===== config.mk =====
export PLATFORM = sky130hd
export DESIGN_NAME = dec_scan
export DESIGN_NICKNAME = d
export VERILOG_FILES = /design/src/rtl/dec_scan.sv
export SDC_FILE = /design/constraint.sdc
export NUM_CORES = 1
export LEC_CHECK = 0
export CAP_MARGIN = 20
export CORE_MARGIN = 2
export CORE_UTILIZATION = 50
export CTS_CLUSTER_SIZE = 25
export DETAILED_ROUTE_END_ITERATION = 12
export PLACE_DENSITY_LB_ADDON = 0.05
export SYNTH_ARGS = -nofsm -noshare
export SYNTH_HDL_FRONTEND = slang
export SYNTH_SLANG_ARGS = --single-unit

===== constraint.sdc =====
create_clock -name clk -period 4.1 [get_ports clk]
set_input_delay 0.615 -clock clk [delete_from_list [all_inputs] [get_ports clk]]
set_output_delay 0.615 -clock clk [all_outputs]
set_load 0.005 [all_outputs]

===== src/rtl/dec_scan.sv =====
// dec_scan: registered active-low one-of-2^SEL_W decoder with enable gating and round-robin auto-scan.
// Define DEC_SCAN_SKIP_EN to add the skip_i mask that excludes indices from scanning.
module dec_scan #(
  parameter int SEL_W = 3,
  parameter int DIV_W = 16,
  localparam int NOUT = 1 << SEL_W
) (
  input  logic             clk,
  input  logic             rst_n,
  input  logic             g1_i,
  input  logic             g2_n_i,
  input  logic             g3_n_i,
  input  logic             mode_i,
  input  logic [SEL_W-1:0] a_i,
  input  logic [DIV_W-1:0] div_i,
`ifdef DEC_SCAN_SKIP_EN
  input  logic [NOUT-1:0]  skip_i,
`endif
  output logic [NOUT-1:0]  y_o,
  output logic [SEL_W-1:0] idx_o,
  output logic             wrap_o
);
  typedef enum logic [1:0] {ST_OFF, ST_DIRECT, ST_SCAN} state_t;
  state_t state_q, state_d;
  logic [SEL_W-1:0] idx_q, idx_d, step;
  logic [DIV_W-1:0] presc_q, presc_d;
  logic [NOUT-1:0] y_q, y_d;
  logic wrap_q, wrap_d, tick, blank, wraps;
`ifdef DEC_SCAN_SKIP_EN
  // Descending search leaves the nearest unskipped successor; none found keeps the current index.
  always_comb begin
    step = idx_q;
    for (int k = NOUT - 1; k >= 1; k--)
      if (!skip_i[idx_q + k[SEL_W-1:0]]) step = idx_q + k[SEL_W-1:0];
  end
  assign blank = &skip_i;
  assign wraps = step < idx_q;
`else
  assign step  = idx_q + 1'b1;
  assign blank = 1'b0;
  assign wraps = &idx_q;
`endif
  always_comb begin
    state_d = !(g1_i && !g2_n_i && !g3_n_i) ? ST_OFF : mode_i ? ST_SCAN : ST_DIRECT;
    tick    = presc_q >= div_i;
    idx_d   = idx_q;
    presc_d = presc_q;
    wrap_d  = 1'b0;
    if (state_d == ST_DIRECT) begin
      idx_d   = a_i;
      presc_d = '0;
    end else if (state_d == ST_SCAN) begin
      presc_d = tick ? '0 : presc_q + 1'b1;
      idx_d   = tick ? step : idx_q;
      wrap_d  = tick && wraps;
    end
    y_d = (state_d == ST_SCAN && blank) ? '1 : ~(NOUT'(1) << idx_d);
  end
  always_ff @(posedge clk or negedge rst_n) begin
    if (!rst_n) begin
      state_q <= ST_OFF;
      idx_q   <= '0;
      presc_q <= '0;
      y_q     <= '1;
      wrap_q  <= 1'b0;
    end else begin
      state_q <= state_d;
      idx_q   <= idx_d;
      presc_q <= presc_d;
      y_q     <= y_d;
      wrap_q  <= wrap_d;
    end
  end
  // While disabled the decode register is don't-care; the registered state blanks the outputs.
  assign y_o    = (state_q == ST_OFF) ? '1 : y_q;
  assign idx_o  = idx_q;
  assign wrap_o = wrap_q;
endmodule

== Yosys cells after proc, flatten, opt, wreduce, memory -nomap -nowiden ==
Index checks and enable logic that the tools add are counted.
Storage, ports and cells
  register bits after elaboration: 30
  bits of input ports: 25
  output and inout port bits: 12
Cells by class
  add/subtract/negate cells: 2
  $lt $le $gt $ge: 1
  equal/unequal tests: 2
  shift operators: 1
  mux-type cells: 11
  bitwise gates (word level): 1
  reductions and logical operators: 8
Operator list (count)
  2-to-1 mux 16 bit: 3
  adder 16 x 1 -> 16 bit (second input constant): 1
  >= comparator 16 bit: 1
  2-to-1 mux 3 bit: 3
  2-to-1 mux 8 bit: 1
  NOT 8 bit: 1
  left shift 1 x 3 -> 8 bit (first input constant): 1
  2-to-1 mux 2 bit: 2
  adder 3 x 1 -> 3 bit (second input constant): 1
  logical AND 1 bit: 3
  AND reduction 3 bit: 1
  == test 2 x 1 -> 1 bit (second input constant): 1
  == test 2 bit (second input constant): 1
  logical NOT 1 bit: 2
  logical NOT 2 bit: 1
  2-to-1 mux 1 bit: 2
  nonzero test 2 bit: 1

== Depth between registers and ports, before layout ==
  depth after elaboration: 9
  mapped depth: 9
  depth with buffers taken out: 9

== Worst setup path after synthesis ==
OpenSTA, ideal clock, no wires.
  path kind: input -> register
  from: in div_i[6]
  to: reg y_q[3]
  library setup time: 0.094 ns
  data arrival time: 2.505 ns
  data required time: 4.006 ns
  path slack: 1.501 ns
  stages: 8
  buffers on the path: 0
  path through: inv_1 > ha_1 > a21o_2 > a211oi_1 > o21ai_2 > a211o_1 > o211a_4 > or4_1
Between the ends
  longest elaborated chain between the ends: 6
Ends and longest elaborated chain
  start, declared: line 15  | input logic [DIV_W-1:0] div_i,
  >= comparator 16 bit: line 45  | tick = presc_q >= div_i;
  2-to-1 mux 3 bit: line 54  | idx_d = tick ? step : idx_q;
  2-to-1 mux 3 bit: line 52  | end else if (state_d == ST_SCAN) begin
  2-to-1 mux 3 bit: line 49  | if (state_d == ST_DIRECT) begin
  left shift 1 x 3 -> 8 bit: line 57  | y_d = (state_d == ST_SCAN && blank) ? '1 : ~(NOUT'(1) << idx_d);
  NOT 8 bit: line 57
  named net y_d[3]: line 27  | logic [NOUT-1:0] y_q, y_d;
  end signal, assigned: line 70  | y_q <= y_d;
  end, declared: line 27
The timed path passes the listed nets, and every way through them passes these cells.
A chain may end at the register's enable or synchronous reset.

== Worst setup path in the final report ==
  from: in div_i[6]
  to: reg y_q[5]
Same word-level chain as after synthesis.

==> impl_metrics.json <==
{
  "status": "completed",
  "tightest_slew_ps": 737,
  "cpLargestDelayFamily": "compound AO/OA/AOI/OAI gates",
  "crit_buf_inv": 2,
  "crit_chain": "clkdlybuf4s50_1 -> inv_1 -> ha_1 -> a21o_2 -> a211oi_1 -> o21ai_2 -> a21o_2 -> mux2i_2 -> or4_1",
  "async_flop_share_pct": 100,
  "p_sw_uw": 186,
  "grt_max_degree": 29,
  "p_leak_uw": 0.00111,
  "synth_seq_cells": 30,
  "vias": 1680,
  "routed_via_density": 5.75,
  "grt_pass1_wl_mm": 7.15,
  "dieArea_um2": 4440,
  "drtPass1Iterations": 4,
  "arrival_ps": 3200,
  "synth_warnings": 0,
  "fmax_mhz": 331,
  "synth.lib_cells_used.distinct": 44,
  "num_rows": 22,
  "yosysMostFrequentCell": "dfrtp_1",
  "p_total_uw": 709,
  "power_density_nw_per_um2": 283,
  "cts_tree": "done",
  "routed_wl_mm": 4.22,
  "io_buffers": 36,
  "dieHeight_um": 66.7,
  "grt_pass1_vias": 1563,
  "synth_area_leaders": "dfrtp_1 28%, ha_1 12%, dfstp_2 11%",
  "postCtsSetupBuffers": 0,
  "netlist_area_um2": 1960,
  "hold_viol": 0,
  "synth-edff-count": 0,
  "seq_power_share_pct": 46.5,
  "rsz0062_at_grt": "no",
  "antenna_found_initial": 0,
  "die_w_um": 66.7,
  "setup_violations": 0,
  "dp_hpwl_mm": 3.10,
  "clkPwrFrac_pct": 34.3,
  "yosysTopAreaCellShare_pct": 28.0,
  "synth_common_cells": "22 x dfrtp_1, 21 x inv_1, 19 x ha_1",
  "synth_flop_cell": "dfrtp_1",
  "gp_congestion": 0.813,
  "p_sw_share_pct": 26.2,
  "critPathKind": "primary input to register",
  "post-route-min-period_ps": 3020,
  "max_cap_violations": 0,
  "ys_seq_area_share_pct": 38.8,
  "core_area_um2": 3720,
  "p_comb_share_pct": 19.3,
  "syn_inst": 201,
  "grt_overflow": 0,
  "clockBufferDepth": 2,
  "nNetsFinal": 287,
  "start_util_pct": 52.8,
  "synth.net_count": 245,
  "clkTransAtPathRegs_ps": 60,
  "clkLatencyLatePin_ps": 270,
  "fin_crit_sh_pct": 73.7,
  "maxSlewViolCount": 0,
  "nFillCells": 300,
  "required_ps": 4280,
  "crit_path_end_kind": "register",
  "synth.avg_cell_area_um2": 9.77,
  "diodes": 0,
  "cts_repair_resize_count": 0,
  "htree_levels": 2,
  "cpPeakStageDelay_ps": 560,
  "drc": 0,
  "clockRootBuffer": "clkbuf_8",
  "crit_top_cell": "a21o_2",
  "io_pins": 37,
  "worst_clock_skew_ps": 4.85,
  "peakVddDrop_mv": 0.172,
  "hp-class": "register to register",
  "grtUsageTotal_pct": 21.3,
  "first_iter_violations": 60,
  "synth_area_leader_cell": "dfrtp_1",
  "ctsHoldBuffers": 0,
  "internal-power_uw": 523,
  "fin_tns_setup_ps": 0,
  "critPathMaxFanout": 9,
  "drtAntennaViolNets": 0,
  "drive_above_1_share_pct": 17.6,
  "crit_slowest_cell": "or4_1",
  "cts_buffers": 5,
  "relSlewSlack_pct": 50.4,
  "clkSinkCount": 30,
  "crit_path_start_kind": "primary input",
  "wl_per_cell_um": 14.4,
  "area_growth_pct": 27.7
}
==> cells in the final DEF, fill, tap and decap left out, types with 2 or more instances in the layout <==
master           netlist  routed
clkdlybuf4s50_1        0      36
nor3b_1                2       2
a21o_2                 2       2
ha_1                  19      19
o21a_1                 3       3
o21ai_2                2       2
a2111oi_4              2       2
and3_1                 6       6
a22o_1                 3       3
nand2_1               14      14
xnor2_1                2       2
nand4_1                2       2
nand2b_1               9       9
nor2_1                 5       5
a31oi_1               12      12
or2_2                  8       8
o21ai_0                2       2
buf_4                  0       3
inv_1                 21      21
o211ai_1               4       4
dfstp_2                8       8
or4_1                  4       4
nand3_1                7       7
dfrtp_1               22      22
clkbuf_8               0       6
a211o_1                2       2
a21oi_1               16      16
nor4_1                 2       2
==> flip-flops by register name, indices dropped and copies added (netlist names) <==
name     cells
presc_q     16
y_q          8
idx_o        3
state_q      2
wrap_o       1
==> through the flow <==
stage	instance area, um^2	setup slack (ps)	cells	hold slack (ps)	utilization [%]
6_report	2510	1080	292	531	67.5
5_1_grt	2510	908	292	559	67.5
4_1_cts	2480	1080	291	535	66.7
3_5_place_dp	2380	806	283	524	64.2
3_3_place_gp	2380	909	283	515	64.2
2_1_floorplan	1960	1500	201	319	-
==> cell type report <==
type | instances | area (um^2) | share of cell area, %
multi-input combinational | 144 | 1100 | 43.8
inverter | 22 | 82.6 | 3.29
clock inverter | 2 | 12.5 | 0.499
timing repair buffer | 40 | 410 | 16.4
tap | 48 | 60.1 | 2.40
sequential | 30 | 761 | 30.3
clock buffer | 6 | 82.6 | 3.29
==> layer usage <==
metal | up-vias | global-route usage (%) | routed length [um]
met5 | - | 0 | 0
met4 | 0 | 8.42 | 70
met3 | 6 | 4.05 | 272
met2 | 66 | 33.5 | 1960
met1 | 799 | 29.0 | 1910
li1 | 809 | - | -
==> path summary, 6_finish.rpt <==
path / start / slack, ps / depth (start not counted) / end
max in group asynchronous: rst_n / 2980 / 3 / presc_q[13]
worst max-delay path: div_i[6] / 1080 / 9 / y_q[5]
worst min-delay path: presc_q[10] / 530 / 1 / presc_q[10]
min in group asynchronous: rst_n / 560 / 1 / presc_q[11]
worst max register to register: presc_q[6] / 1490 / 7 / y_q[5]
worst min register to register: presc_q[10] / 530 / 1 / presc_q[10]
==> kinds of logic after synthesis <==
logic type	after synthesis	share of synthesized area, %
adders and majority gates	19	12.1
DFF	30	38.8
AOI/OAI and AO/OA	57	23.0
buffers and inverters	27	5.29
muxes	2	1.27
and+or+nand+nor	64	18.7
xor gates and xnor gates	2	0.892
==> power by group through the flow <==
stage                     combinational [uW]  clock, uW  sequential [uW]
after floorplan                         81.3          0              330
after global placement                   128          0              333
after detailed placement                 133          0              334
after CTS                                134        249              329
after global routing                     152        263              332
final                                    137        243              329
Power figures use the tool's default switching activity.
==> edit (same flow settings) <==
Register the output `y_o`, cleared by the reset; this adds one clock of latency there. The other outputs are not delayed to match.
--- a/src/rtl/dec_scan.sv
+++ b/src/rtl/dec_scan.sv
@@ -73,5 +73,11 @@
   end
   // While disabled the decode register is don't-care; the registered state blanks the outputs.
-  assign y_o    = (state_q == ST_OFF) ? '1 : y_q;
+  always_ff @(posedge clk or negedge rst_n) begin
+    if (!rst_n) begin
+      y_o <= '0;
+    end else begin
+      y_o <= (state_q == ST_OFF) ? '1 : y_q;
+    end
+  end
   assign idx_o  = idx_q;
   assign wrap_o = wrap_q;
Check against the original RTL: not equivalent (Yosys sat finds a counterexample within 4 cycles, from zero or initial values and one cycle with rst_n low).
==> edit against the unedited design <==
Sequential power is 24% higher. Sequential cell count up 8. Count of clock-buffer cells in the layout fell by 1. Power grew 31%. Area after synthesis is 9.9% higher. Setup slack improved by 140 ps. Design area rose by 8.6%. Die area up 9.3%. Register-to-register slack improved by 60 ps. Critical path depth is the same. Wire length up 8.2%. Critical path type unchanged. Largest cell class unchanged.
==> edit: results (changes against the unedited design) <==
<table>
<tr><th>Metric</th><th>Value</th></tr>
<tr><th colspan="2">CTS</th></tr>
<tr><td>Clock-pin slew on the worst setup and hold paths</td><td>80 ps (+20 ps)</td></tr>
<tr><td>Worst-skew pair later-pin latency</td><td>290 ps (+20 ps)</td></tr>
<tr><th colspan="2">Route</th></tr>
<tr><td>Overall routed net length</td><td>4.56 mm (+8.2%)</td></tr>
<tr><td>Routed wire length on met2</td><td>2.21 mm (+13%)</td></tr>
<tr><td>Total routed wire length on the met1 layer</td><td>2.06 mm (+7.6%)</td></tr>
<tr><td>Total number of vias</td><td>1729 (+2.9%)</td></tr>
<tr><td>Drt initial violations</td><td>164 (+170%)</td></tr>
<tr><td>Met3 Wirelength</td><td>235 um (-14%)</td></tr>
<tr><th colspan="2">Pwr</th></tr>
<tr><td>Clk power</td><td>0.386 mW (+59%)</td></tr>
<tr><td>Largest vdd supply drop</td><td>0.205 mV (+19%)</td></tr>
<tr><td>P_leak</td><td>1.20 nW (+8.3%)</td></tr>
<tr><th colspan="2">Finish</th></tr>
<tr><td>Clock buf count</td><td>5 (-1)</td></tr>
<tr><td>Buffering overhead</td><td>14.3% (-2.0 points)</td></tr>
<tr><td>Total of fill cells in the finished design</td><td>298 (-0.67%)</td></tr>
<tr><td>Ratio of cells with drive above 1 in the final layout</td><td>17.5% (-0.093 points)</td></tr>
<tr><td>Final net count</td><td>294 (+2.4%)</td></tr>
<tr><td>Multi-input gate count</td><td>143 (-0.69%)</td></tr>
<tr><td>Post-route core utilization</td><td>66.6% (-0.85 points)</td></tr>
<tr><th colspan="2">STA</th></tr>
<tr><td>Worst slew margin relative to its limit</td><td>65.9% (+16 points)</td></tr>
<tr><td>Setup clock skew after layout</td><td>6.07 ps (+1.22 ps)</td></tr>
<tr><th colspan="2">Place</th></tr>
<tr><td>Estimated wirelength of the detail-placed design</td><td>3.29 mm (+6.1%)</td></tr>
<tr><td>Post-placement cell area</td><td>2580 um2 (+8.4%)</td></tr>
<tr><td>Pre-CTS WS</td><td>910 ps (+104 ps)</td></tr>
<tr><th colspan="2">GRT</th></tr>
<tr><td>Global routing met1 resource utilization</td><td>26.5% (-2.5 points)</td></tr>
<tr><td>Largest net degree at the start of global routing</td><td>39 (+34%)</td></tr>
<tr><td>Wire length of the first global-routing pass</td><td>7.80 mm (+9.2%)</td></tr>
<tr><th colspan="2">Outcome</th></tr>
<tr><td>Status</td><td>finished, final reports clean</td></tr>
<tr><th colspan="2">Synth</th></tr>
<tr><td>Nets in the synthesized netlist</td><td>252 (+2.9%)</td></tr>
<tr><td>Part of the Yosys area used for sequential elements</td><td>44.5% (+5.8 points)</td></tr>
<tr><td>Number of distinct library cells after synthesis</td><td>48 (+9.1%)</td></tr>
<tr><th colspan="2">Setup path</th></tr>
<tr><td>Critical path's largest stage delay</td><td>520 ps (-40 ps)</td></tr>
<tr><td>Max FO, Critical Path</td><td>5 (-4)</td></tr>
</table>
==> edit: cell types whose count changed after synthesis, moves of 2 or more <==
cell,before,now
dfrtp_1,22,30
nand2b_1,9,6
clkbuf_1,3,1
or2b_1,0,2
==> edit: cells by family after synthesis <==
family / after synthesis / share of synthesized area, %
simple gates: 63 / 16.9
mux: 2 / 1.16
flops: 38 / 44.5
compound gates: 57 / 20.5
buf+inv: 27 / 5.04
xor+xnor: 2 / 0.812
fa+ha+maj: 19 / 11.0
==> edit: worst paths after layout <==
| kind | from | endpoint | slack [ps] | depth (start not counted) |
|---|---|---|---|---|
| min in group asynchronous | rst_n | presc_q[7] | 750 | 2 |
| max in group asynchronous | rst_n | y_q[6] | 2990 | 2 |
| hold reg to reg | presc_q[9] | presc_q[9] | 530 | 1 |
| setup / recovery | div_i[13] | y_q[5] | 1220 | 9 |
| setup reg to reg | presc_q[5] | y_q[5] | 1550 | 8 |
| hold / removal | presc_q[9] | presc_q[9] | 530 | 1 |
